[config.mk]
export PLATFORM = sky130hd
export DESIGN_NAME = mode_output_selector
export DESIGN_NICKNAME = d
export VERILOG_FILES = /design/src/rtl/chip_disp_pkg.sv /design/src/rtl/mode_blank_counter.sv /design/src/rtl/mode_output_selector.sv
export SDC_FILE = /design/constraint.sdc
export NUM_CORES = 1
export LEC_CHECK = 0
export ABC_CLOCK_PERIOD_IN_PS = 6000
export BUFFER_PORTS_ARGS = -buffer_cell sky130_fd_sc_hd__buf_2
export CAP_MARGIN = 15
export CORE_MARGIN = 5
export CORE_UTILIZATION = 40
export CTS_BUF_LIST = sky130_fd_sc_hd__clkbuf_2 sky130_fd_sc_hd__clkbuf_4 sky130_fd_sc_hd__clkbuf_8
export DETAILED_ROUTE_END_ITERATION = 8
export HOLD_SLACK_MARGIN = 0.08
export PLACE_DENSITY = 0.64
export SLEW_MARGIN = 15
export SYNTH_ARGS = -nofsm -noshare
export SYNTH_HDL_FRONTEND = slang
export SYNTH_SLANG_ARGS = --single-unit
export TNS_END_PERCENT = 30
[constraint.sdc]
create_clock -name clk -period 6 [get_ports clk]
set_input_delay 1.2 -clock clk [delete_from_list [all_inputs] [get_ports clk]]
set_output_delay 1.2 -clock clk [all_outputs]
set_load 0.02 [all_outputs]
[src/rtl/chip_disp_pkg.sv]
// Shared definitions for the chip dispenser actuator path: mode numbers,
// default bus width and the output-selector state encoding.
package chip_disp_pkg;

    localparam int unsigned MODE_NORMAL   = 0;
    localparam int unsigned MODE_MAINT    = 1;
    localparam int unsigned DEFAULT_WIDTH = 3;

    typedef enum logic [1:0] {
        ST_RUN   = 2'd0,
        ST_DRAIN = 2'd1,
        ST_BLANK = 2'd2
    } dispState_t;

endpackage

[src/rtl/mode_blank_counter.sv]
// Down-counter timing the safe-value blanking window of a mode switch.
// Load has priority over decrement; the count saturates at zero.
module mode_blank_counter #(
    parameter int unsigned BLANK_CYCLES = 4
) (
    input  logic clk,
    input  logic reset_n,
    input  logic load,
    input  logic dec,
    output logic zero
);

    localparam int unsigned CW = $clog2(BLANK_CYCLES) + 1;

    logic [CW-1:0] count;

    always_ff @(posedge clk or negedge reset_n) begin
        if (!reset_n) begin
            count <= '0;
        end else if (load) begin
            count <= CW'(BLANK_CYCLES - 1);
        end else if (dec && (count != '0)) begin
            count <= count - 1'b1;
        end
    end

    assign zero = (count == '0);

endmodule

[src/rtl/mode_output_selector.sv]
// Registered N-way actuator source selector with break-before-make mode
// switching: drain the busy source, blank to a safe value, then switch.
module mode_output_selector
    import chip_disp_pkg::*;
#(
    parameter int unsigned      WIDTH        = DEFAULT_WIDTH,
    parameter int unsigned      NUM_MODES    = 4,
    parameter int unsigned      BLANK_CYCLES = 4,
    parameter logic [WIDTH-1:0] SAFE_VALUE   = '0,
    localparam int unsigned     SEL_W        = (NUM_MODES > 2) ? $clog2(NUM_MODES) : 1
) (
    input  logic                       clk,
    input  logic                       reset_n,
    input  logic [SEL_W-1:0]           mode_req,
    input  logic                       mode_req_valid,
    input  logic                       busy,
    input  logic [NUM_MODES*WIDTH-1:0] src_data,
    output logic [WIDTH-1:0]           mux_out,
    output logic [SEL_W-1:0]           active_mode,
    output logic                       switching,
    output logic                       mode_ack,
    output logic                       mode_err
);

    localparam logic [SEL_W:0] NUM_MODES_W = (SEL_W + 1)'(NUM_MODES);

    dispState_t       state, stateNext;
    logic [SEL_W-1:0] pending, pendingNext, activeNext;
    logic             ackNext, errNext, errRaw, errHold, errHoldNext;
    logic             reqLegal, reqIllegal;
    logic             cntLoad, cntDec, cntZero;
    logic [WIDTH-1:0] selData;

    assign reqLegal   = mode_req_valid && ({1'b0, mode_req} < NUM_MODES_W);
    assign reqIllegal = mode_req_valid && !reqLegal;

    mode_blank_counter #(
        .BLANK_CYCLES(BLANK_CYCLES)
    ) uBlankCounter (
        .clk    (clk),
        .reset_n(reset_n),
        .load   (cntLoad),
        .dec    (cntDec),
        .zero   (cntZero)
    );

    always_comb begin
        stateNext   = state;
        pendingNext = pending;
        activeNext  = active_mode;
        ackNext     = 1'b0;
        errRaw      = reqIllegal;
        cntLoad     = 1'b0;
        cntDec      = 1'b0;

        case (state)
            ST_RUN: begin
                if (reqLegal) begin
                    if (mode_req == active_mode) begin
                        ackNext = 1'b1;
                    end else begin
                        pendingNext = mode_req;
                        if (busy) begin
                            stateNext = ST_DRAIN;
                        end else begin
                            stateNext = ST_BLANK;
                            cntLoad   = 1'b1;
                        end
                    end
                end
            end
            ST_DRAIN: begin
                if (reqLegal) pendingNext = mode_req;
                if (!busy) begin
                    stateNext = ST_BLANK;
                    cntLoad   = 1'b1;
                end
            end
            ST_BLANK: begin
                if (reqLegal) pendingNext = mode_req;
                if (cntZero) begin
                    stateNext  = ST_RUN;
                    activeNext = pendingNext;
                    ackNext    = 1'b1;
                end else begin
                    cntDec = 1'b1;
                end
            end
            default: stateNext = ST_RUN;
        endcase

        // An error colliding with an ack is carried to the next cycle so the
        // two pulses never overlap; back-to-back errors merge into one pulse.
        errNext     = errRaw || errHold;
        errHoldNext = 1'b0;
        if (ackNext && errNext) begin
            errNext     = 1'b0;
            errHoldNext = 1'b1;
        end
    end

    always_comb begin
        selData = SAFE_VALUE;
        for (int unsigned i = 0; i < NUM_MODES; i++) begin
            if (activeNext == SEL_W'(i)) selData = src_data[i*WIDTH +: WIDTH];
        end
    end

    always_ff @(posedge clk or negedge reset_n) begin
        if (!reset_n) begin
            state       <= ST_RUN;
            active_mode <= SEL_W'(MODE_NORMAL);
            pending     <= SEL_W'(MODE_NORMAL);
            mux_out     <= SAFE_VALUE;
            switching   <= 1'b0;
            mode_ack    <= 1'b0;
            mode_err    <= 1'b0;
            errHold     <= 1'b0;
        end else begin
            state       <= stateNext;
            active_mode <= activeNext;
            pending     <= pendingNext;
            mux_out     <= (stateNext == ST_BLANK) ? SAFE_VALUE : selData;
            switching   <= (stateNext != ST_RUN);
            mode_ack    <= ackNext;
            mode_err    <= errNext;
            errHold     <= errHoldNext;
        end
    end

endmodule
======== Yosys cells after proc, flatten, opt, wreduce, memory -nomap -nowiden ========
Cells that the tools add are included.
cells by class
  add/subtract/negate cells ............... 1
  $mul .................................... 0
  div/mod/pow operators ................... 0
  $lt $le $gt $ge ......................... 0
  equal/unequal tests ..................... 9
  shift operators ......................... 0
  multiplexer cells ....................... 31
  bitwise logic cells ..................... 0
  reduce and logical (&&, ||, !) cells .... 11
operator list
  kind                                                                   number
  3-bit two-way mux                                                      7
  2-bit two-way mux                                                      10
  1-bit two-way mux                                                      10
  2-bit equality test, second input constant                             4
  2-bit one-hot mux with 3 select lines                                  1
  2-bit nonzero test                                                     3
  2-bit by 1-bit equality test with 1-bit output, second input constant  2
  2-bit zero test                                                        2
  2-bit != test, second input constant                                   2
  1-bit one-hot mux with 2 select lines                                  2
  2-bit one-hot mux with 2 select lines                                  1
  3-bit zero test                                                        1
  3-bit AND reduction                                                    1
  3-bit nonzero test                                                     1
  3-bit by 1-bit subtractor with 3-bit output, second input constant     1
  2-bit equality test                                                    1
  1-bit logical AND                                                      2
  2-bit OR reduction                                                     1
storage, ports and cells
  bits in registers ....................... 16
  bits in latches ......................... 0
  bits in writable memories ............... 0
  ROM bits ................................ 0
  input bits .............................. 18
  output and inout bits ................... 8
  logic and storage cells ................. 61
  memories ................................ 0

======== Logic depth before layout (Yosys ltp) ========
  depth in word-level cells ............... 9
  mapped depth ............................ 7
  gate-level depth less buffers ........... 7

======== Modules after synthesis ========
From an unflattened synthesis, not the netlist that was laid out.
second synthesis, totals
  cells, all modules ...................... 88
  area total of the unflattened synthesis .. 938.4 um2
by module, submodules not included
  module                instances  cells an instance  area an instance (um2)  sequential area each (um2)
  mode_output_selector  1          71                 755.7                   325.3
  mode_blank_counter    1          17                 182.7                   75.1

======== Least setup slack after synthesis ========
Ideal clock, no wire load.
  kind .................................... input -> register
  from .................................... in mode_req_valid
  to ...................................... reg mux_out[0]
  library setup time ...................... 136 ps
  data arrival time ....................... 2,378 ps
  required time ........................... 5,864 ps
  path slack .............................. 3,486 ps
  cell stages on the path ................. 5
  buffers on the path ..................... 0
  cells stage by stage .................... mux2i_1 > nor2_1 > a21oi_1 > mux4_1 > nor2b_1
between the ends
  word-level cells in the longest chain between the ends .. 9
  elaborated cells between the ends (all ways) .. 15
  classes of those cells .................. eq/ne: 4; mux: 10; reduce/logical: 1
ends and longest elaborated chain
  element                         RTL line                     text
  start: declaration              mode_output_selector.sv:15   input logic mode_req_valid,
  2-bit two-way mux               n/a
  2-bit two-way mux               mode_output_selector.sv:81   if (cntZero) begin
  2-bit two-way mux               mode_output_selector.sv:56   case (state)
  2-bit zero test                 mode_output_selector.sv:105  if (activeNext == SEL_W'(i)) selData = src_data[i*WIDTH +: WIDTH];
  3-bit two-way mux (4 in a row)  mode_output_selector.sv:105
  3-bit two-way mux (*)           mode_output_selector.sv:123  mux_out <= (stateNext == ST_BLANK) ? SAFE_VALUE : selData;
  end signal: assignment          mode_output_selector.sv:123
  end: declaration                mode_output_selector.sv:18   output logic [WIDTH-1:0] mux_out,
Mark *: on every way between the ends. The rest lies on a longest branch, timed or not.
A chain may end at the register's enable or synchronous reset.

======== Worst setup path in the final report ========
  from .................................... in mode_req_valid
  to ...................................... reg mux_out[2]
Same word-level chain as after synthesis.

==> flow_summary.rst <==
.. list-table::
   :header-rows: 1

   * - Metric
     - Value
   * - Maxcap violations
     - 0
   * - Number of antenna violations at the first check in global routing
     - 0
   * - Synth Register Bits
     - 16
   * - Synth-to-layout area growth
     - 20.14%
   * - Internal power
     - 0.3045 mW
   * - Grt met3 use
     - 0.03341
   * - Cell row count
     - 17
   * - Proportion of power drawn by combinational gates
     - 0.551
   * - Worst-path clk slew
     - 0.08 ns
   * - Pwr dens
     - 480.6 mW/mm^2
   * - Maximum VDD drop
     - 278.1 uV
   * - Number of library cell types mapped by synthesis
     - 26
   * - Combined flip-flop and latch cell area
     - 400.4 sq um
   * - Hold Fails Final Rpt
     - 0
   * - Avg Synthesized Cell Area
     - 11.20 sq um
   * - Number of top-level pins
     - 26
   * - Final weighted congestion of routability-driven global placement
     - 0.7286
   * - WL final
     - 1.737 mm
   * - Clock buffer count from CTS
     - 3
   * - Status
     - finished clean
   * - Crit path arrival time
     - 2.66 ns
   * - HPWL reported at the end of detailed placement
     - 1.451 mm
   * - Static power due to leakage
     - 0.5502 nW
   * - Resized Gates After CTS
     - 0
   * - Worst clock skew
     - 0.001898 ns
   * - Max transition margin
     - 0.7053
   * - TritonCTS clock tree
     - done
   * - Area taken by multi-input logic gates
     - 480.5 sq um
   * - Cell breakdown of the critical path
     - buf_2 > mux2i_1 > nor2_1 > a21oi_1 > mux4_1 > nor2b_1
   * - Fill count
     - 215
   * - Sum Neg Setup Slack
     - 0 ns
   * - Time the worst path needs with I/O delays and setup
     - 2.503 ns
   * - Die width
     - 57.62 microns
   * - Hold/Removal Path Class
     - flip-flop to flip-flop
   * - Worst setup timing slack at the placement stage
     - 3.182 ns
   * - Net switching power
     - 0.2192 mW
   * - Fraction of layout instances using a drive strength above 1
     - 0.3028
   * - Routed Antenna Nets
     - 0
   * - Routed via count
     - 697
   * - Share of the cycle needed by the critical path after routing
     - 0.4172
   * - Maximum number of pins on one net before global-route repair
     - 17
   * - Count of inserted antenna diode cells
     - 0
   * - Pins over their slew limit
     - 0
   * - Maximum fanout along the worst path
     - 6
   * - Max Freq
     - 399.5 MHz
   * - Post-route DRC violation count
     - 0
   * - Count of warnings emitted by yosys
     - 0
   * - Worst Max-Slew Pin Slew
     - 0.4412 ns
   * - Port bufs
     - 25
   * - Max H-tree Level
     - 1
   * - RSZ-0062 raised after global routing
     - no
   * - Endpoint class of the critical path
     - flip-flop
   * - Gate Count Post-Synth
     - 81
   * - Number of buffers inserted by hold repair at cts
     - 0
   * - Clk root buf
     - sky130_fd_sc_hd__clkbuf_4
   * - Synthesized netlist net count
     - 105
   * - Via count of the first global-routing pass
     - 743
   * - Number of violations reported at the end of detailed-routing iteration 0
     - 14
   * - Portion of the post-synthesis area used by sequential elements
     - 0.4414
   * - Nets
     - 135
   * - Overflow after GRT
     - 0
   * - Fin worst setup slack
     - 3.497 ns
   * - Post CTS Setup Buffer Count
     - 0
   * - Sequential Power Share
     - 0.344
   * - Util after Layout
     - 0.4974
   * - Die Height
     - 57.62 microns
   * - Data required time at the worst endpoint
     - 6.16 ns
   * - Wirelength per Cell
     - 12.68 microns
   * - Crit path launch type
     - primary input
   * - Tot GR Track Use
     - 0.1191
   * - Area of the core
     - 0.002191 sq mm
   * - Max clock buf depth
     - 2
   * - Relative contribution of the clock network to total power
     - 0.105
   * - Setup violations, final
     - 0
   * - Maximum cell stage delay along the critical path
     - 0.60 ns
   * - First-pass GRT wire length
     - 3.132 mm
   * - Slowest library cell on the worst path
     - sky130_fd_sc_hd__mux4_1
   * - Global-route met1 utilization
     - 0.1494
   * - Switching fraction of total power
     - 0.4186
   * - Clk sinks
     - 16
   * - Vias per std cell
     - 5.088
   * - Total die area
     - 0.003320 sq mm
   * - Met2 capacity usage during global routing
     - 0.1968
   * - Mapped Area
     - 907.1 sq um
   * - Start-to-end type of the worst setup path
     - primary input to flip-flop
   * - First-pass detailed-route iteration total
     - 4
   * - Grt peak-use layer
     - met2
   * - Initial standard-cell utilization of the core
     - 0.4140
   * - Worst-Skew Late Latency
     - 0.28 ns
==> flip-flops by register name, indices dropped and copies added, names as in the netlist <==
signal and cells:
mux_out 3, uBlankCounter.count 3, active_mode 2, pending 2, state 2, errHold 1
mode_ack 1, mode_err 1, switching 1
==> cell usage after synthesis <==
master | n | area (sq um)
sky130_fd_sc_hd__nor2_1 | 7 | 26.28
sky130_fd_sc_hd__a2111oi_2 | 1 | 15.01
sky130_fd_sc_hd__o211ai_1 | 1 | 7.510
sky130_fd_sc_hd__a211oi_2 | 1 | 12.51
sky130_fd_sc_hd__nand2b_1 | 2 | 12.51
sky130_fd_sc_hd__a221o_1 | 1 | 10.01
sky130_fd_sc_hd__a311oi_1 | 1 | 8.760
sky130_fd_sc_hd__mux4_1 | 3 | 78.83
sky130_fd_sc_hd__mux2i_1 | 2 | 20.02
sky130_fd_sc_hd__dfrtp_1 | 16 | 400.4
sky130_fd_sc_hd__xnor2_1 | 3 | 26.28
sky130_fd_sc_hd__nand2_1 | 7 | 26.28
sky130_fd_sc_hd__inv_1 | 7 | 26.28
sky130_fd_sc_hd__a21boi_1 | 1 | 7.510
sky130_fd_sc_hd__o21bai_1 | 1 | 7.510
sky130_fd_sc_hd__mux2_1 | 2 | 22.52
sky130_fd_sc_hd__o21ai_1 | 2 | 10.01
sky130_fd_sc_hd__nor3_1 | 2 | 10.01
sky130_fd_sc_hd__and2_1 | 1 | 6.260
sky130_fd_sc_hd__nor2b_1 | 4 | 25.02
sky130_fd_sc_hd__and2_2 | 1 | 7.510
sky130_fd_sc_hd__a21oi_1 | 6 | 30.03
sky130_fd_sc_hd__a311oi_2 | 1 | 15.01
sky130_fd_sc_hd__ha_1 | 6 | 75.07
sky130_fd_sc_hd__a211o_1 | 1 | 8.760
sky130_fd_sc_hd__nand3b_2 | 1 | 11.26
==> area by class of cell <==
class / instances / share of cell area
multi-input combinational: 58 / 0.4409
sequential: 16 / 0.3674
timing repair buffer: 25 / 0.1148
tap: 28 / 0.03215
inverter: 7 / 0.02411
clock buffer: 3 / 0.02067
==> layout by cell type (no fill, tap or decap) <==
cell type,n
sky130_fd_sc_hd__buf_2,25
sky130_fd_sc_hd__and2_2,1
sky130_fd_sc_hd__clkbuf_4,3
sky130_fd_sc_hd__a211o_1,1
sky130_fd_sc_hd__nor2_1,7
sky130_fd_sc_hd__ha_1,6
sky130_fd_sc_hd__a311oi_2,1
sky130_fd_sc_hd__nor3_1,2
sky130_fd_sc_hd__nand3b_2,1
sky130_fd_sc_hd__inv_1,7
sky130_fd_sc_hd__a21oi_1,6
sky130_fd_sc_hd__a21boi_1,1
sky130_fd_sc_hd__and2_1,1
sky130_fd_sc_hd__xnor2_1,3
sky130_fd_sc_hd__dfrtp_1,16
sky130_fd_sc_hd__a2111oi_2,1
sky130_fd_sc_hd__nand2b_1,2
sky130_fd_sc_hd__mux4_1,3
sky130_fd_sc_hd__o21ai_1,2
sky130_fd_sc_hd__nand2_1,7
sky130_fd_sc_hd__a211oi_2,1
sky130_fd_sc_hd__mux2_1,2
sky130_fd_sc_hd__a221o_1,1
sky130_fd_sc_hd__a311oi_1,1
sky130_fd_sc_hd__o21bai_1,1
sky130_fd_sc_hd__o211ai_1,1
sky130_fd_sc_hd__mux2i_1,2
sky130_fd_sc_hd__nor2b_1,4
==> final timing paths <==
check | startpoint | endpoint | slack, ns | depth (start not counted)
max | mode_req_valid | mux_out[2]$_DFF_PN0_ | 3.50 | 6
max reg2reg | state[0]$_DFF_PN0_ | mux_out[2]$_DFF_PN0_ | 3.73 | 6
min | errHold$_DFF_PN0_ | mode_err$_DFF_PN0_ | 0.49 | 2
max in group asynchronous | reset_n | uBlankCounter.count[2]$_DFFE_PN0P_ | 4.94 | 1
min reg2reg | errHold$_DFF_PN0_ | mode_err$_DFF_PN0_ | 0.49 | 2
min in group asynchronous | reset_n | mode_ack$_DFF_PN0_ | 0.81 | 1
==> cell families (layout without fill, tap and decap cells) <==
| kind of cell | Yosys count | after routing | share of synthesized area |
|---|---|---|---|
| AOI/OAI and AO/OA | 17 | 17 | 0.1462 |
| xor gates and xnor gates | 3 | 3 | 0.02897 |
| adders and majority gates | 6 | 6 | 0.08276 |
| buffers and inverters | 7 | 35 | 0.02897 |
| DFF | 16 | 16 | 0.4414 |
| muxes | 7 | 7 | 0.1338 |
| and+or+nand+nor | 25 | 25 | 0.1379 |
==> power by group through the flow <==
stage	Sequential [mW]	Combinational [mW]	Clock, mW
final	0.180	0.289	0.0549
after global routing	0.186	0.326	0.0608
after CTS	0.180	0.292	0.0570
after detailed placement	0.182	0.291	0
after global placement	0.182	0.285	0
after floorplan	0.207	0.195	0
==> stage by stage <==
| step | cells | hold slack (ns) | power, mW | area [sq um] |
|---|---|---|---|---|
| final | 137 | 0.4886 | 0.5237 | 1090 |
| after CTS | 137 | 0.4905 | 0.5298 | 1090 |
| after global placement | 134 | 0.4685 | 0.4667 | 1067 |
| after global routing | 137 | 0.5140 | 0.5729 | 1090 |
| after detailed placement | 134 | 0.4708 | 0.4734 | 1067 |
| after floorplan | 81 | 0.4536 | 0.4023 | 907.1 |
==> layer usage <==
layer / up-vias / part of all wire
met2: 26 / 0.46
met4: 0 / 0.012
li1: 345 / -
met3: 5 / 0.077
met1: 321 / 0.45
met5: - / 0
==> worst max-delay path: cells and delay by family <==
kind,cells,cell delay (ns)
AO/OA/AOI/OAI,1,0.33
buffers and inverters,1,0.15
multiplexers,2,0.79
AND/OR/NAND/NOR,2,0.19
(Power assumes the default switching activity.)
